`src/rtl/compute_arbiter.sv`:
```
// Round-robin arbiter that lets NUM_REQ requesters share one compute engine.
// It runs one transaction at a time: arbitrate, issue, wait (with timeout), respond.
module compute_arbiter #(
   parameter int NUM_REQ = 4,
   parameter int TIMEOUT = 15
) (
   input  logic                     clk,
   input  logic                     rst_n,
   input  logic [NUM_REQ-1:0]       req,
   input  logic [16*NUM_REQ-1:0]    req_data_1,
   input  logic [8*NUM_REQ-1:0]     req_data_2,
   output logic [NUM_REQ-1:0]       ack,
   output logic signed [31:0]       rsp_result_1,
   output logic [15:0]              rsp_result_2,
   output logic                     rsp_error,
   output logic                     eng_start,
   output logic signed [15:0]       eng_data_1,
   output logic [7:0]               eng_data_2,
   input  logic                     eng_done,
   input  logic [31:0]              eng_result_1,
   input  logic [15:0]              eng_result_2,
   output logic                     busy,
   output logic [2:0]               grant_id
);

   localparam logic [1:0] ST_IDLE    = 2'd0;
   localparam logic [1:0] ST_ISSUE   = 2'd1;
   localparam logic [1:0] ST_WAIT    = 2'd2;
   localparam logic [1:0] ST_RESPOND = 2'd3;

   localparam int              CNT_W     = $clog2(TIMEOUT + 1);
   localparam logic [CNT_W-1:0] CNT_LAST  = CNT_W'(TIMEOUT - 1);
   localparam logic [3:0]      NUM_REQ_W = 4'(NUM_REQ);

   logic [1:0]       state_reg;
   logic [CNT_W-1:0] cnt_reg;
   logic [2:0]       last_grant_reg;
   logic [2:0]       grant_id_reg;
   logic [15:0]      eng_data_1_reg;
   logic [7:0]       eng_data_2_reg;
   logic [31:0]      rsp_result_1_reg;
   logic [15:0]      rsp_result_2_reg;
   logic             rsp_error_reg;

   logic [15:0]            slot_data_1 [NUM_REQ];
   logic [7:0]             slot_data_2 [NUM_REQ];
   logic [2*NUM_REQ-1:0]   req_dbl;
   logic [3:0]             rot_shift;
   logic [NUM_REQ-1:0]     req_rot;
   logic [2:0]             rot_off;
   logic [3:0]             pick_sum;
   logic [2:0]             pick_idx;
   logic                   pick_valid;
   logic [15:0]            pick_data_1;
   logic [7:0]             pick_data_2;

   // ack is gated by rst_n so a reset during RESPOND never leaks a completion.
   genvar gi;
   generate
      for (gi = 0; gi < NUM_REQ; gi++) begin : g_slot
         assign slot_data_1[gi] = req_data_1[gi*16 +: 16];
         assign slot_data_2[gi] = req_data_2[gi*8 +: 8];
         assign ack[gi] = rst_n && (state_reg == ST_RESPOND) && (grant_id_reg == 3'(gi));
      end
   endgenerate

   // Rotate requests so bit 0 is the requester just after last_grant.
   assign req_dbl    = {req, req};
   assign rot_shift  = {1'b0, last_grant_reg} + 4'd1;
   assign req_rot    = NUM_REQ'(req_dbl >> rot_shift);
   assign pick_valid = |req;

   always_comb begin
      rot_off = '0;
      for (int k = NUM_REQ - 1; k >= 0; k--) begin
         if (req_rot[k]) rot_off = 3'(k);
      end
   end

   always_comb begin
      pick_sum = rot_shift + {1'b0, rot_off};
      if (pick_sum >= NUM_REQ_W) pick_sum = pick_sum - NUM_REQ_W;
   end

   assign pick_idx = pick_sum[2:0];

   always_comb begin
      pick_data_1 = '0;
      pick_data_2 = '0;
      for (int k = 0; k < NUM_REQ; k++) begin
         if (pick_idx == 3'(k)) begin
            pick_data_1 = slot_data_1[k];
            pick_data_2 = slot_data_2[k];
         end
      end
   end

   always_ff @(posedge clk) begin
      if (!rst_n) begin
         state_reg        <= ST_IDLE;
         cnt_reg          <= '0;
         last_grant_reg   <= 3'(NUM_REQ - 1);
         grant_id_reg     <= '0;
         eng_data_1_reg   <= '0;
         eng_data_2_reg   <= '0;
         rsp_result_1_reg <= '0;
         rsp_result_2_reg <= '0;
         rsp_error_reg    <= 1'b0;
      end else begin
         case (state_reg)
            ST_IDLE: begin
               if (pick_valid) begin
                  grant_id_reg   <= pick_idx;
                  eng_data_1_reg <= pick_data_1;
                  eng_data_2_reg <= pick_data_2;
                  state_reg      <= ST_ISSUE;
               end
            end
            ST_ISSUE: begin
               cnt_reg   <= '0;
               state_reg <= ST_WAIT;
            end
            ST_WAIT: begin
               // A done arriving on the final wait cycle wins over the timeout.
               if (eng_done) begin
                  rsp_result_1_reg <= eng_result_1;
                  rsp_result_2_reg <= eng_result_2;
                  rsp_error_reg    <= 1'b0;
                  state_reg        <= ST_RESPOND;
               end else begin
                  cnt_reg <= cnt_reg + 1'b1;
                  if (cnt_reg == CNT_LAST) begin
                     rsp_result_1_reg <= '0;
                     rsp_result_2_reg <= '0;
                     rsp_error_reg    <= 1'b1;
                     state_reg        <= ST_RESPOND;
                  end
               end
            end
            default: begin
               last_grant_reg <= grant_id_reg;
               state_reg      <= ST_IDLE;
            end
         endcase
      end
   end

   assign busy         = (state_reg != ST_IDLE);
   assign eng_start    = (state_reg == ST_ISSUE);
   assign eng_data_1   = eng_data_1_reg;
   assign eng_data_2   = eng_data_2_reg;
   assign rsp_result_1 = rsp_result_1_reg;
   assign rsp_result_2 = rsp_result_2_reg;
   assign rsp_error    = rsp_error_reg;
   assign grant_id     = grant_id_reg;

endmodule

```
`config.mk`:
```
export PLATFORM = sky130hd
export DESIGN_NAME = compute_arbiter
export DESIGN_NICKNAME = d
export VERILOG_FILES = /design/src/rtl/compute_arbiter.sv
export SDC_FILE = /design/constraint.sdc
export NUM_CORES = 1
export LEC_CHECK = 0
export CAP_MARGIN = 30
export CORE_UTILIZATION = 41
export CTS_CLUSTER_SIZE = 20
export DETAILED_ROUTE_END_ITERATION = 8
export PLACE_DENSITY = 0.95
export SLEW_MARGIN = 20
export SYNTH_ARGS = -nofsm -noshare
export SYNTH_HDL_FRONTEND = slang
export SYNTH_SLANG_ARGS = --single-unit
export TNS_END_PERCENT = 5
```
`constraint.sdc`:
```
create_clock -name clk -period 7.1 [get_ports clk]
set_input_delay 1.42 -clock clk [delete_from_list [all_inputs] [get_ports clk]]
set_output_delay 1.42 -clock clk [all_outputs]
set_load 0.01 [all_outputs]
```
After elaboration in Yosys (flattened, before gate mapping). Cells that the tools add are included.

Word-level logic and storage cells: 70. Input port bits: 151. Latch bits: 0. RAM bits: 0. Output and inout bits: 82. Bits in read-only memories: 0. Memories kept: 0. Flip-flop bits (word level): 85.

Reduce and logical (&&, ||, !) cells: 17. Multipliers: 0. Shift-type cells: 1. Order comparisons: 1. Multiplexer cells: 25. $add $sub $neg: 4. Bitwise operators: 0. Equal/unequal tests: 13. Div/mod/pow operators: 0.

Operator list (number): two-way mux 16 bit (6); two-way mux 32 bit (2); two-way mux 8 bit (4); == test 3 x 2 -> 1 bit (second input constant) (4); two-way mux 3 bit (4); two-way mux 2 bit (4); case mux 4 bit (2 select lines) (1); AND reduction 2 bit (4); >> shifter 8 x 4 -> 4 bit (1); == test 3 x 1 -> 1 bit (second input constant) (2); zero test 3 bit (2); case mux 2 bit (3 select lines) (1); nonzero test 2 bit (3); logical AND 1 bit (5); adder 3 x 1 -> 4 bit (second input constant) (1); adder 4 x 1 -> 4 bit (second input constant) (1); adder 4 x 3 -> 4 bit (1); == test 2 bit (second input constant) (2); == test 4 bit (second input constant) (1); greater-or-equal comparator 4 x 3 -> 1 bit (second input constant) (1); two-way mux 4 bit (1); inequality test 2 bit (second input constant) (2); OR reduction 4 bit (1); inequality test 3 bit (second input constant) (1); other kinds (5) (6).

Depth between registers and ports, before layout.
Word-level depth: 14. Gate-level depth with buffers: 12. Depth with buffers taken out: 10.

Worst setup path before layout. Ideal clock, no wire load.

Path type: input port to flip-flop. Start: in req[0]. End: reg eng_data_1_reg[0], in the netlist eng_data_1[0]. Data required time: 6983 ps. Slack: 3258 ps. Arrival time: 3725 ps. Path buffers: 2. Setup time: 117 ps. Stages on the path: 11. Cells stage by stage: nor2b_1 > mux4_1 > a21o_1 > ha_1 > inv_1 > fa_1 > buf_4 > buf_4 > mux4_2 > inv_1 > o2bb2ai_1.

Word-level cells in the longest chain between the ends: 13. Elaborated cells between the ends (all ways): 19. Those cells by class: add/sub: 2; order compare: 1; eq/ne: 3; shift: 1; mux: 9; reduce/logical: 3.

RTL lines: start: declaration (RTL line 9) `input logic [NUM_REQ-1:0] req,`; >> shifter 8 x 4 -> 4 bit * (RTL line 70) `assign req_rot = NUM_REQ'(req_dbl >> rot_shift);`; two-way mux 2 bit (RTL line 76) `if (req_rot[k]) rot_off = 3'(k);`; two-way mux 3 bit (2 in series) (RTL line 76); two-way mux 3 bit * (RTL line 76); adder 4 x 3 -> 4 bit * (RTL line 81) `pick_sum = rot_shift + {1'b0, rot_off};`; greater-or-equal comparator 4 x 3 -> 1 bit / subtractor 3 bit (equally long branches) (RTL line 82) `if (pick_sum >= NUM_REQ_W) pick_sum = pick_sum - NUM_REQ_W;`; two-way mux 3 bit * (RTL line 82); named net pick_sum[1] (RTL line 51) `logic [3:0] pick_sum;`; zero test 3 bit (RTL line 91) `if (pick_idx == 3'(k)) begin`; two-way mux 16 bit (3 in series) (RTL line 91); two-way mux 16 bit * (RTL line 91); end signal: assignment (RTL line 114) `eng_data_1_reg <= pick_data_1;`; end: declaration (RTL line 39) `logic [15:0] eng_data_1_reg;`.

Mark *: on every way through the listed nets, which the timed path passes. The rest lies on a longest branch. A chain may end at the register's enable or synchronous reset.

Final worst setup path.
Start: in rst_n. End: out ack[0].

Word-level cells in the longest chain between the ends: 2.

RTL lines: start: declaration (RTL line 8) `input logic rst_n,`; logical AND 1 bit (2 in series) (RTL line 63) `assign ack[gi] = rst_n && (state_reg == ST_RESPOND) && (grant_id_reg == 3'(gi));`; end: declaration (RTL line 12) `output logic [NUM_REQ-1:0] ack,`.

No other way between the ends.

==> flow_metrics.env <==
export IMPL_synth_simple_area_share_pct=13.61
export IMPL_grt_pass1_wl_um=19810
export IMPL_grt_total_usage_pct=24.59
export IMPL_fin_nets=754
export IMPL_p_sw_mw=0.6668
export IMPL_largest_register_ffs=32
export IMPL_period_minus_slack_ns=4.991
export IMPL_ys_ff_latch=85
export IMPL_required_ns=5.68
export IMPL_synth_top_area_share_pct=41.87
export IMPL_powerDensity_mw_per_mm2=300.4
export IMPL_drc_errors=0
export IMPL_worst_path_max_fanout=25
export IMPL_drv_slew=0
export IMPL_vias=3848
export IMPL_wl_um=12830
export IMPL_synth_edff_count=0
export IMPL_p_seq_share_pct=33.5
export IMPL_outcome="finished, final reports clean"
export IMPL_synth_area_top_cells="dfxtp_1 (42%), mux4_2 (13%), a22oi_1 (9.4%)"
export IMPL_netlist_instances=374
export IMPL_start_kind="input pin"
export IMPL_place_gp_congestion=0.8062
export IMPL_cts_hold_buf=0
export IMPL_synthAdderAreaFrac_pct=2.956
export IMPL_ioPinCount=233
export IMPL_synth_top_area_cell="dfxtp_1"
export IMPL_yosys_top_cells_count="dfxtp_1 (85), nor2b_1 (57), a22oi_1 (51)"
export IMPL_grt_antenna_before_repair=1
export IMPL_finalHoldViolations=0
export IMPL_p_leak_nw=2.442
export IMPL_hold_path_class="flop to flop"
export IMPL_clkLatencyLatePin_ns=0.34
export IMPL_ys_types=43
export IMPL_die_x_um=101.6
export IMPL_rsz0062_at_grt="false"
export IMPL_report_power_total_mw=2.004
export IMPL_synth_warnings=0
export IMPL_synthArstFlopShare_pct=0
export IMPL_vias_per_cell=5.278
export IMPL_hpwl_um=9896
export IMPL_rows=35
export IMPL_routedWlPerCell_um=17.60
export IMPL_synth_compound_area_share_pct=18.75
export IMPL_dieArea_sq_mm=0.01031
export IMPL_post_cts_repair_setup_buffers=0
export IMPL_min_period_over_period_pct=70.29
export IMPL_core_sq_mm=0.009415
export IMPL_drt_pass1_iter_count=4
export IMPL_ir_drop_mv=0.1505
export IMPL_fmax_ghz=0.2004
export IMPL_max_slew_margin_pct=50.38
export IMPL_final_util_pct=70.84
export IMPL_drtIter0Drc=196
export IMPL_synthFlopType="dfxtp_1"
export IMPL_grt_overflow=0
export IMPL_initial_core_util_pct=43.16
export IMPL_synth_xor_area_share_pct=0
export IMPL_cts_repair_resized=0
export IMPL_internal_power_mw=1.337
export IMPL_clockPowerShare_pct=18.9
export IMPL_tritoncts="built"
export IMPL_synth_top_family_by_area="compound AO/OA/AOI/OAI gates"
export IMPL_tightest_slew_ns=0.7420
export IMPL_syn_area_sq_mm=0.004064
export IMPL_tns_ns=0
export IMPL_path_cells="clkdlybuf4s50_1 -> and3_1 -> nor3b_1 -> clkdlybuf4s50_1"
export IMPL_critPathKind="input pin to output pin"
export IMPL_worst_path_largest_cell_delay_ns=0.95
export IMPL_htreeDepth=3
export IMPL_swShare_pct=33.27
export IMPL_slowest_stage="clkdlybuf4s50_1"
export IMPL_synth_most_common_cell="dfxtp_1"
export IMPL_setup_viol=0
export IMPL_numClockSinks=85
export IMPL_clkTransAtPathRegs_ns=0.08
export IMPL_io_buffers=232
export IMPL_p_comb_share_pct=47.6
export IMPL_ys_seq_area_share_pct=41.87
export IMPL_fin_skew_ns=0.01137
export IMPL_numCtsBuffers=9
export IMPL_muxShareOfSynthArea_pct=14.93
export IMPL_syn_avg_cell_area_sq_um=10.87
export IMPL_die_h_um=101.6
export IMPL_drv_cap=0
export IMPL_areaGrowthSynthToFinish_pct=64.13
export IMPL_grt_max_degree=49
export IMPL_synth_nets=534
export IMPL_cts_max_path_buffers=2
export IMPL_grt_pass1_vias=4066
export IMPL_cpMostUsedCell="clkdlybuf4s50_1"
export IMPL_crit_path_end_kind="output pin"
export IMPL_cp_arrival_ns=3.57
export IMPL_drive_above_1_share_pct=8.848
export IMPL_drtAntennaViolNets=0
export IMPL_root_buffer="clkbuf_8"
[metal layers]
metal / vias up / track usage, % / wire, um
met4: 0 / 8.250 / 234
met5: - / 0 / 0
met3: 18 / 6.901 / 1040
met1: 1857 / 25.68 / 4669
li1: 1801 / - / -
met2: 172 / 46.88 / 6888
[layout make-up]
class | instances | area, sq um
fill | 674 | 2745
timing repair buffer | 239 | 2410
multi-input combinational | 225 | 2044
sequential | 85 | 1702
tap | 129 | 161.4
clock buffer | 10 | 127.6
inverter | 34 | 127.6
clock inverter | 6 | 95.09
antenna | 1 | 2.502
[worst max-delay path, delay by kind of cell]
kind                   cells  cell delay (ns)
buffers and inverters      2             1.54
AND/OR/NAND/NOR            2             0.60
[placed cells by master, fill, tap and decap left out, types with 4 or more instances in the layout]
master           instances
ha_1                     8
a22oi_1                 51
clkbuf_8                 9
inv_1                   34
nor2b_1                 57
clkdlybuf4s50_1        232
mux2i_1                  4
dfxtp_1                 85
nor2_1                   4
mux4_2                  24
o21ai_0                  7
nand2_1                  9
o2bb2ai_1               23
[metrics by stage]
stage / hold WS (ns) / setup WS [ns] / cell area [sq um] / std cells
floorplan: 0.4690 / 3.258 / 4064 / 374
global placement: 0.4446 / 2.269 / 6380 / 708
detailed placement: 0.4474 / 2.073 / 6380 / 708
CTS: 0.4719 / 2.067 / 6603 / 724
global route: 0.4846 / 1.946 / 6670 / 729
finish: 0.4711 / 2.109 / 6670 / 729
[power groups by stage]
stage | clock network, mW | registers, mW | logic (mW)
final | 0.379 | 0.672 | 0.953
after global routing | 0.412 | 0.684 | 1.03
after CTS | 0.389 | 0.670 | 0.927
after detailed placement | 0 | 0.679 | 0.925
after global placement | 0 | 0.669 | 0.894
after floorplan | 0 | 0.713 | 0.505
[worst paths after layout]
path                                  startpoint                    endpoint  slack, ns  depth (start not counted)
setup / recovery                           rst_n                      ack[0]       2.11                          4
hold / removal        eng_data_2[0]$_SDFFE_PN0P_  eng_data_2[0]$_SDFFE_PN0P_       0.47                          1
setup reg to reg  last_grant_reg[1]$_SDFFE_PN1N_  eng_data_2[3]$_SDFFE_PN0P_       3.94                          9
hold reg to reg       eng_data_2[0]$_SDFFE_PN0P_  eng_data_2[0]$_SDFFE_PN0P_       0.47                          1
[cells by family (layout without fill, tap and decap cells)]
logic type	Yosys count	in the layout
other	0	1
AOI/OAI and AO/OA	98	98
DFF	85	85
and+or+nand+nor	89	89
muxes	29	29
buffers and inverters	64	289
adders and majority gates	9	9
Power figures use the tool's default switching activity.
